[config.mk]
export PLATFORM = sky130hd
export DESIGN_NAME = multicycle_controller
export DESIGN_NICKNAME = d
export VERILOG_FILES = /design/src/rtl/multicycle_controller.sv
export SDC_FILE = /design/constraint.sdc
export NUM_CORES = 1
export LEC_CHECK = 0
export BUFFER_PORTS_ARGS = -buffer_cell sky130_fd_sc_hd__buf_4
export CAP_MARGIN = 15
export CORE_ASPECT_RATIO = 0.5
export CORE_MARGIN = 10
export CORE_UTILIZATION = 53
export CTS_CLUSTER_DIAMETER = 150
export DETAILED_ROUTE_END_ITERATION = 8
export HOLD_SLACK_MARGIN = 0.08
export PLACE_DENSITY = 0.79
export SYNTH_ARGS = -nofsm -noshare
export SYNTH_HDL_FRONTEND = slang
export SYNTH_SLANG_ARGS = --single-unit
export TNS_END_PERCENT = 10
[constraint.sdc]
create_clock -name clock -period 2.2 [get_ports clock]
set_input_delay 0.44 -clock clock [delete_from_list [all_inputs] [get_ports clock]]
set_output_delay 0.44 -clock clock [all_outputs]
set_load 0.01 [all_outputs]
[src/rtl/multicycle_controller.sv]
// multicycle_controller: FETCH/DECODE/EXECUTE/WRITEBACK sequencer for an RV32 R-type datapath,
// with a variable-latency fetch handshake, illegal/timeout trapping and a retired-instruction counter.
module multicycle_controller #(
  parameter int COUNT_WIDTH   = 32,
  parameter int FETCH_TIMEOUT = 15
) (
  input  logic                   clock,
  input  logic                   reset,
  input  logic                   run,
  input  logic [31:0]            instruction,
  input  logic                   imem_ready,
  output logic                   imem_req,
  output logic                   ir_load_en,
  output logic                   pc_write_en,
  output logic                   register_write_enable,
  output logic [3:0]             ALU_control,
  output logic                   trap,
  output logic [1:0]             trap_cause,
  output logic                   busy,
  output logic [COUNT_WIDTH-1:0] instr_count
);
  localparam int TW = $clog2(FETCH_TIMEOUT + 1);
  typedef enum logic [2:0] {IDLE, FETCH, DECODE, EXECUTE, WRITEBACK, TRAP} state_t;
  state_t state, next;
  logic [TW-1:0] wait_cnt;
  logic [31:0] ir;
  logic rtype, legal;
  logic [3:0] alu_dec;
  always_comb begin
    rtype = ir[6:0] == 7'b0110011 &&
            (ir[31:25] == 7'b0000000 ||
             (ir[31:25] == 7'b0100000 && (ir[14:12] == 3'b000 || ir[14:12] == 3'b101)));
    legal = rtype || ir == 32'h0000_0013;
    case ({ir[30], ir[14:12]})
      4'b0001: alu_dec = 4'b0100;
      4'b0010: alu_dec = 4'b1000;
      4'b0011: alu_dec = 4'b1001;
      4'b0100: alu_dec = 4'b0011;
      4'b0101: alu_dec = 4'b0101;
      4'b0110: alu_dec = 4'b0001;
      4'b0111: alu_dec = 4'b0000;
      4'b1000: alu_dec = 4'b0110;
      4'b1101: alu_dec = 4'b0111;
      default: alu_dec = 4'b0010;
    endcase
  end
  always_comb begin
    next = state;
    imem_req = 1'b0;
    pc_write_en = 1'b0;
    busy = 1'b1;
    trap = 1'b0;
    case (state)
      IDLE: begin
        busy = 1'b0;
        next = run ? FETCH : IDLE;
      end
      FETCH: begin
        imem_req = 1'b1;
        // ready on the limit cycle still wins over the timeout
        next = imem_ready ? DECODE : (wait_cnt == TW'(FETCH_TIMEOUT - 1)) ? TRAP : FETCH;
      end
      DECODE: next = legal ? EXECUTE : TRAP;
      EXECUTE: next = WRITEBACK;
      WRITEBACK: begin
        pc_write_en = 1'b1;
        next = run ? FETCH : IDLE;
      end
      TRAP: begin
        busy = 1'b0;
        trap = 1'b1;
      end
      default: next = IDLE;
    endcase
    ir_load_en = imem_req && imem_ready;
    register_write_enable = pc_write_en && rtype && |ir[11:7];
  end
  always_ff @(posedge clock) begin
    if (!reset) begin
      state <= IDLE;
      wait_cnt <= '0;
      ir <= '0;
      ALU_control <= 4'b0010;
      trap_cause <= 2'b00;
      instr_count <= '0;
    end else begin
      state <= next;
      wait_cnt <= (state == FETCH && !imem_ready) ? wait_cnt + 1'b1 : '0;
      if (ir_load_en) ir <= instruction;
      if (state == DECODE && legal) ALU_control <= alu_dec;
      if (next == TRAP && state != TRAP) trap_cause <= (state == FETCH) ? 2'b10 : 2'b01;
      if (state == WRITEBACK) instr_count <= instr_count + 1'b1;
    end
  end
endmodule

==> results of run 1 <==
cells in the final DEF, fill, tap and decap left out, drive strengths merged:
master    n
and3      2
a31oi     1
nor4      9
nor4b     2
a22o      2
a21oi    39
or2       2
xor2      6
a21o      2
o31a      1
nand4b    1
or4       5
and4      3
ha        3
nand3    15
o22ai     1
clkinv    2
or3       4
and2      5
nor2b     2
nand4     7
nand2b    2
o2bb2ai   1
nor4bb    3
a211oi    2
buf      93
nor3     10
mux2i     5
inv      14
clkbuf   14
o2111ai   1
dfxtp    77
xnor2    26
o31ai     1
nor2     44
or3b      1
nand2    82
o21ai     5
power breakdown:
| part | internal (W) | total, W | switching (W) |
|---|---|---|---|
| Clock | 0.000848 | 0.00138 | 0.000536 |
| Sequential | 0.00143 | 0.00146 | 0.0000264 |
| Combinational | 0.000132 | 0.000278 | 0.000146 |
state kept, by name (all words and copies together), names as in the netlist:
| name | count |
|---|---|
| state | 3 |
| instr_count | 32 |
| ALU_control | 4 |
| ir | 32 |
| wait_cnt | 4 |
| trap_cause | 2 |
timing repair:
action                     4_1_cts  5_1_grt
gates cloned                     0        0
setup endpoints to repair        1        2
resized for setup                4        9
pin swaps                        0        1
worst min-delay path: stages:
cell and delay, ns:
buf_4 0.11, nand2_1 0.04, a21oi_1 0.05
layer usage:
layer  routed length [microns]  vias to the layer above
li1                          -                     1542
met1                      3497                     1338
met2                      3956                       75
met3                       508                       16
met4                       209                        0
met5                         0                        -
kinds of logic (layout without fill, tap and decap cells):
logic type	after synthesis	count (layout)	share of synthesized area, %
adders and majority gates	3	3	1.085
DFF	77	77	44.57
buffers and inverters	37	123	5.354
and+or+nand+nor	199	199	30.32
muxes	5	5	1.447
AOI/OAI and AO/OA	56	56	9.117
xor gates and xnor gates	32	32	8.104
cell type report:
type                    count  area [sq um]  share of cell area (%)
clock buffers              14         274.0                   6.138
clock inverters             1         5.005                  0.1121
inverters                  15         58.81                   1.317
multi-input cells         295          1772                   39.69
flip-flops and latches     77          1546                   34.64
well taps                  88         110.1                   2.466
repair buffers             93         698.2                   15.64
stage by stage:
step	power, W	std cells	utilization, %	cell area, sq um
2_1_floorplan	0.001638	409	-	3458
3_3_place_gp	0.001747	568	66.67	4138
3_5_place_dp	0.001751	568	66.67	4138
4_1_cts	0.003131	583	71.25	4422
5_1_grt	0.003239	583	71.94	4464
6_report	0.003119	583	71.94	4464
worst max path at each step:
stage | start | cells after the start | slack (ns) | to
global placement | ir[8] | 5 | 0.24 | trap_cause[0]
detailed placement | ir[8] | 5 | 0.14 | trap_cause[0]
CTS | ir[25] | 4 | 0.01 | register_write_enable
finish | state[1] | 5 | 0.06 | register_write_enable
floorplan | instr_count[8] | 7 | 0.25 | instr_count[28]
global route | ir[2] | 4 | -0.02 | register_write_enable
==> results.ini, run 1 <==
[synth]
yosys-top-cells-area=dfxtp_1 (45%), nand2_1 (8.9%), xnor2_1 (6.6%)
synthTopCellsByCount=nand2_1 (82), dfxtp_1 (77), nor2_1 (43), a21oi_1 (39), xnor2_1 (26)
post_synth.cell_area_avg_sq_um=8.456
synth_edf_count=0
synthArstFlopShare_pct=0
synth_top_area_share_pct=44.57
synth_area_sq_um=3458
ys_warn_count=0
synth_cells=409
netlist.top_cell.by_area=dfxtp_1
yosysMostFrequentCell=nand2_1
ys_seq_area_share_pct=44.57
synth_seq_cells=77
synth_top_flop_cell=dfxtp_1
syn-num-nets=448
synth_cell_type_count=50

[global_route]
use_met2_pct=26.00
grt_use_met1_pct=18.33
grt_pass1_vias=2920
grt.busiest_layer=met2
grt_pass1_wl_microns=13740
grt-ovfl-total=0
antenna_found_initial=0
grt_max_degree=33
track_usage_pct=16.11
use_met3_pct=6.307

[clocking]
cts-htree-levels=3
clock_path_buffers=2
cts_sinks=77
cts.clk_slew.worst_paths_ns=0.06
cts_buffers=9
clock_latency_ns=0.34
cts_root_buf=clkbuf_16
cts_tree=done
cts_hold_buf=0
post_cts_buffers=0

[timing]
setup_viol=0
final.setup.tns_ns=0
period_share_pct=97.09
min_period_ns=2.136
fin_skew_ns=0.006529
hold_ws_ns=0.3529
worst_pin_slew_ns=0.5444
finalMaxSlewViolations=0
final-hold-violation-count=0
fmax_mhz=468.2
max_slew_margin_pct=63.71
setup_ws_ns=0.06401

[die]
die_h_microns=77.12
core_sq_um=6206
start_util_pct=55.73
fp.dieW_microns=134.2
die_area_sq_um=10350
boundaryPins=80
num_rows=20

[setup_path]
critPathMaxStageDelay_ns=0.40
critPathTopFamily=simple AND/OR/NAND/NOR gates
cp_cell_sequence=or3b_4 -> buf_4 -> inv_4 -> nor4bb_2 -> buf_4
path_buf_inv=3
worst-path-max-fanout=6
r2r-end=instr_count[21]
start_kind=register
regToRegStartpoint=instr_count[10]
required_ns=1.76
timing.critical_path.mode_cell=buf_4
critical_path_class=register to output port
cp_data_arrival_time_ns=1.70
cpMaxStageDelayCell=or3b_4
reg2reg_slack_ns=0.24
ff2ff_path_depth=6
cp-end-kind=output port

[min_path]
whs_path_depth=3
min_to=ir[26]
min_path_type=primary input to register
hold_start=instruction[26]

[place]
gp_congestion=0.7884
dp_slack_ns=0.1400
dp_hpwl_microns=5754
io_buffers=79

[routing]
first_iter_violations=254
vias_per_cell=5.096
first_pass_iters=4
drc_errors=0
ant_nets=0
wl_per_cell_microns=14.02
vias=2971
wl_microns=8171

[pwr]
powerDensity_nw_per_um2=698.6
leakage_nw=1.751
ir_drop_mv=0.4706

[cells_and_area]
nFillCells=527
fin_nets=530
area_growth_pct=29.09
drive_gt1_share_pct=27.88
antenna_cells=0

[job]
maxCapViolations=0

[outcome]
outcome=completed

Power figures use the tool's default switching activity.
==> run 2: changes to the inputs <==
- CORE_ASPECT_RATIO: 0.5 -> 1.25
==> results.ini, run 2 (synthesis gave the netlist of run 1 again) <==
[outcome]
outcome=completed  ; unchanged

[timing]
finalMaxSlewViolations=0  ; unchanged
setup_ws_ns=0.05158  ; was 0.06401 ns
period_share_pct=97.66  ; was 97.09%
fmax_mhz=465.5  ; was 468.2 MHz
final-hold-violation-count=0  ; unchanged
setup_viol=0  ; unchanged
max_slew_margin_pct=58.73  ; was 63.71%
rsz0062_at_grt=true
hold_ws_ns=0.3294  ; was 0.3529 ns
worst_pin_slew_ns=0.6182  ; was 0.5444 ns
min_period_ns=2.148  ; was 2.136 ns
fin_skew_ns=0.006270  ; was 0.006529 ns

[setup_path]
worst-path-max-fanout=2  ; was 6
cp-end-kind=output port  ; unchanged
path_buf_inv=2  ; was 3
start_kind=register  ; unchanged
timing.critical_path.mode_cell=buf_4  ; unchanged
reg2reg_slack_ns=0.22  ; was 0.24 ns
critPathMaxStageDelay_ns=0.34  ; was 0.40 ns
critPathTopFamily=simple AND/OR/NAND/NOR gates  ; unchanged
cp_cell_sequence=nor4b_4 -> buf_4 -> nand3_2 -> nor4bb_4 -> buf_4  ; was or3b_4 -> buf_4 -> inv_4 -> nor4bb_2 -> buf_4
critical_path_class=register to output port  ; unchanged
cp_data_arrival_time_ns=1.71  ; was 1.70 ns
required_ns=1.76  ; about the same
cpMaxStageDelayCell=dfxtp_2  ; was or3b_4

[clocking]
cts_hold_buf=0  ; unchanged
cts_tree=done  ; unchanged
cts-htree-levels=3  ; unchanged
cts_sinks=77  ; unchanged
cts.clk_slew.worst_paths_ns=0.08  ; was 0.06 ns
cts_buffers=9  ; unchanged
cts_root_buf=clkbuf_8  ; was clkbuf_16
clock_latency_ns=0.35  ; was 0.34 ns
clock_path_buffers=2  ; unchanged

[pwr]
ir_drop_mv=0.5907  ; was 0.4706 mV
p_sw_w=0.0006874  ; was 0.0007086 W
switching_share_pct=22.70  ; was 22.72%
p_seq_share_pct=48.1  ; was 46.7%
powerDensity_nw_per_um2=681.3  ; was 698.6 nW/um^2
p_int_w=0.002340  ; was 0.002410 W
power_w=0.003028  ; was 0.003119 W
leakage_nw=1.737  ; was 1.751 nW
clockPowerShare_pct=42.8  ; was 44.4%
power_frac_comb_pct=9.2  ; was 8.9%

[routing]
first_pass_iters=5  ; was 4
wl_per_cell_microns=14.48  ; was 14.02 microns
ant_nets=0  ; unchanged
first_iter_violations=100  ; was 254
wl_microns=8367  ; was 8171 microns
drc_errors=0  ; unchanged
vias_per_cell=5.182  ; was 5.096
vias=2995  ; was 2971

[global_route]
track_usage_pct=16.74  ; was 16.11%
grt_max_degree=38  ; was 33
grt_pass1_wl_microns=13930  ; was 13740 microns
grt_pass1_vias=3032  ; was 2920
grt-ovfl-total=0  ; unchanged
grt_use_met1_pct=17.81  ; was 18.33%
antenna_found_initial=0  ; unchanged
use_met3_pct=4.533  ; was 6.307%
use_met2_pct=30.45  ; was 26.00%
grt.busiest_layer=met2  ; unchanged

[die]
num_rows=32  ; was 20
fp.dieW_microns=92.25  ; was 134.2 microns
die_h_microns=110.3  ; was 77.12 microns
start_util_pct=55.37  ; was 55.73%
core_sq_um=6246  ; was 6206 sq um
die_area_sq_um=10180  ; was 10350 sq um
boundaryPins=80  ; unchanged

[cells_and_area]
area_growth_pct=28.51  ; was 29.09%
reg_top3=instr_count: 32 flops, ir: 32 flops  ; unchanged
drive_gt1_share_pct=28.19  ; was 27.88%
most-common-layout-cells=buf_4 (89), nand2_1 (82), dfxtp_1 (75)  ; was buf_4 (93), nand2_1 (82), dfxtp_1 (75)
final_util_pct=71.15  ; was 71.94%
final_cells=578  ; was 583
layout_commonest_cell=buf_4  ; unchanged
fin_nets=527  ; was 530
antenna_cells=0  ; unchanged

[place]
gp_congestion=0.8229  ; was 0.7884
dp_slack_ns=0.1615  ; was 0.1400 ns
io_buffers=79  ; unchanged
place_inst=561  ; was 568
dp_hpwl_microns=6165  ; was 5754 microns

[job]
maxCapViolations=0  ; unchanged

[min_path]
min_path_type=primary input to register  ; unchanged

[run 2: worst reg2reg max path, cell delays in order, from the launching register on]
cell and delay [ns]:
dfxtp_1 0.42, nand4_1 0.18, or4_1 0.53, buf_4 0.23
nor4_2 0.32, xnor2_1 0.15, nor2_1 0.05
[run 2: per-stage QoR]
step | cell area, sq um | setup TNS (ns)
2_1_floorplan | 3458 | 0
3_3_place_gp | 4116 | 0
3_5_place_dp | 4116 | 0
4_1_cts | 4414 | 0
5_1_grt | 4444 | -0.01883
6_report | 4444 | 0
[run 2: final cells by class]
type | count | area, sq um
fill | 502 | 1802
multi-input combinational | 295 | 1798
sequential | 77 | 1544
timing repair buffer | 90 | 688.2
clock buffer | 10 | 137.6
clock inverter | 6 | 110.1
tap | 85 | 106.4
inverter | 15 | 60.06
[run 2: power groups by stage]
stage / clock, W / sequential [W] / combinational [W]
finish: 0.00130 / 0.00146 / 0.000277
global route: 0.00137 / 0.00146 / 0.000311
CTS: 0.00131 / 0.00145 / 0.000272
detailed placement: 0 / 0.00148 / 0.000264
global placement: 0 / 0.00148 / 0.000258
floorplan: 0 / 0.00148 / 0.000161
[run 2: routing by layer]
| metal | part of all wire, % | up-vias |
|---|---|---|
| li1 | - | 1533 |
| met1 | 41 | 1374 |
| met2 | 52 | 78 |
| met3 | 5.9 | 10 |
| met4 | 1.2 | 0 |
| met5 | 0 | - |
[run 2: worst paths after layout]
kind	start	end	cells past startpoint
max reg2reg	instr_count[9]	instr_count[29]	6
min	instruction[29]	ir[29]	3
max	ir[29]	register_write_enable	5
min reg2reg	ir[17]	ir[17]	2
[run 2: repair_timing]
| item | in CTS | in global routing |
|---|---|---|
| setup buffers | 0 | 1 |
| pin swaps | 1 | 2 |
| resized for setup | 8 | 7 |
| setup endpoints to repair | 1 | 4 |
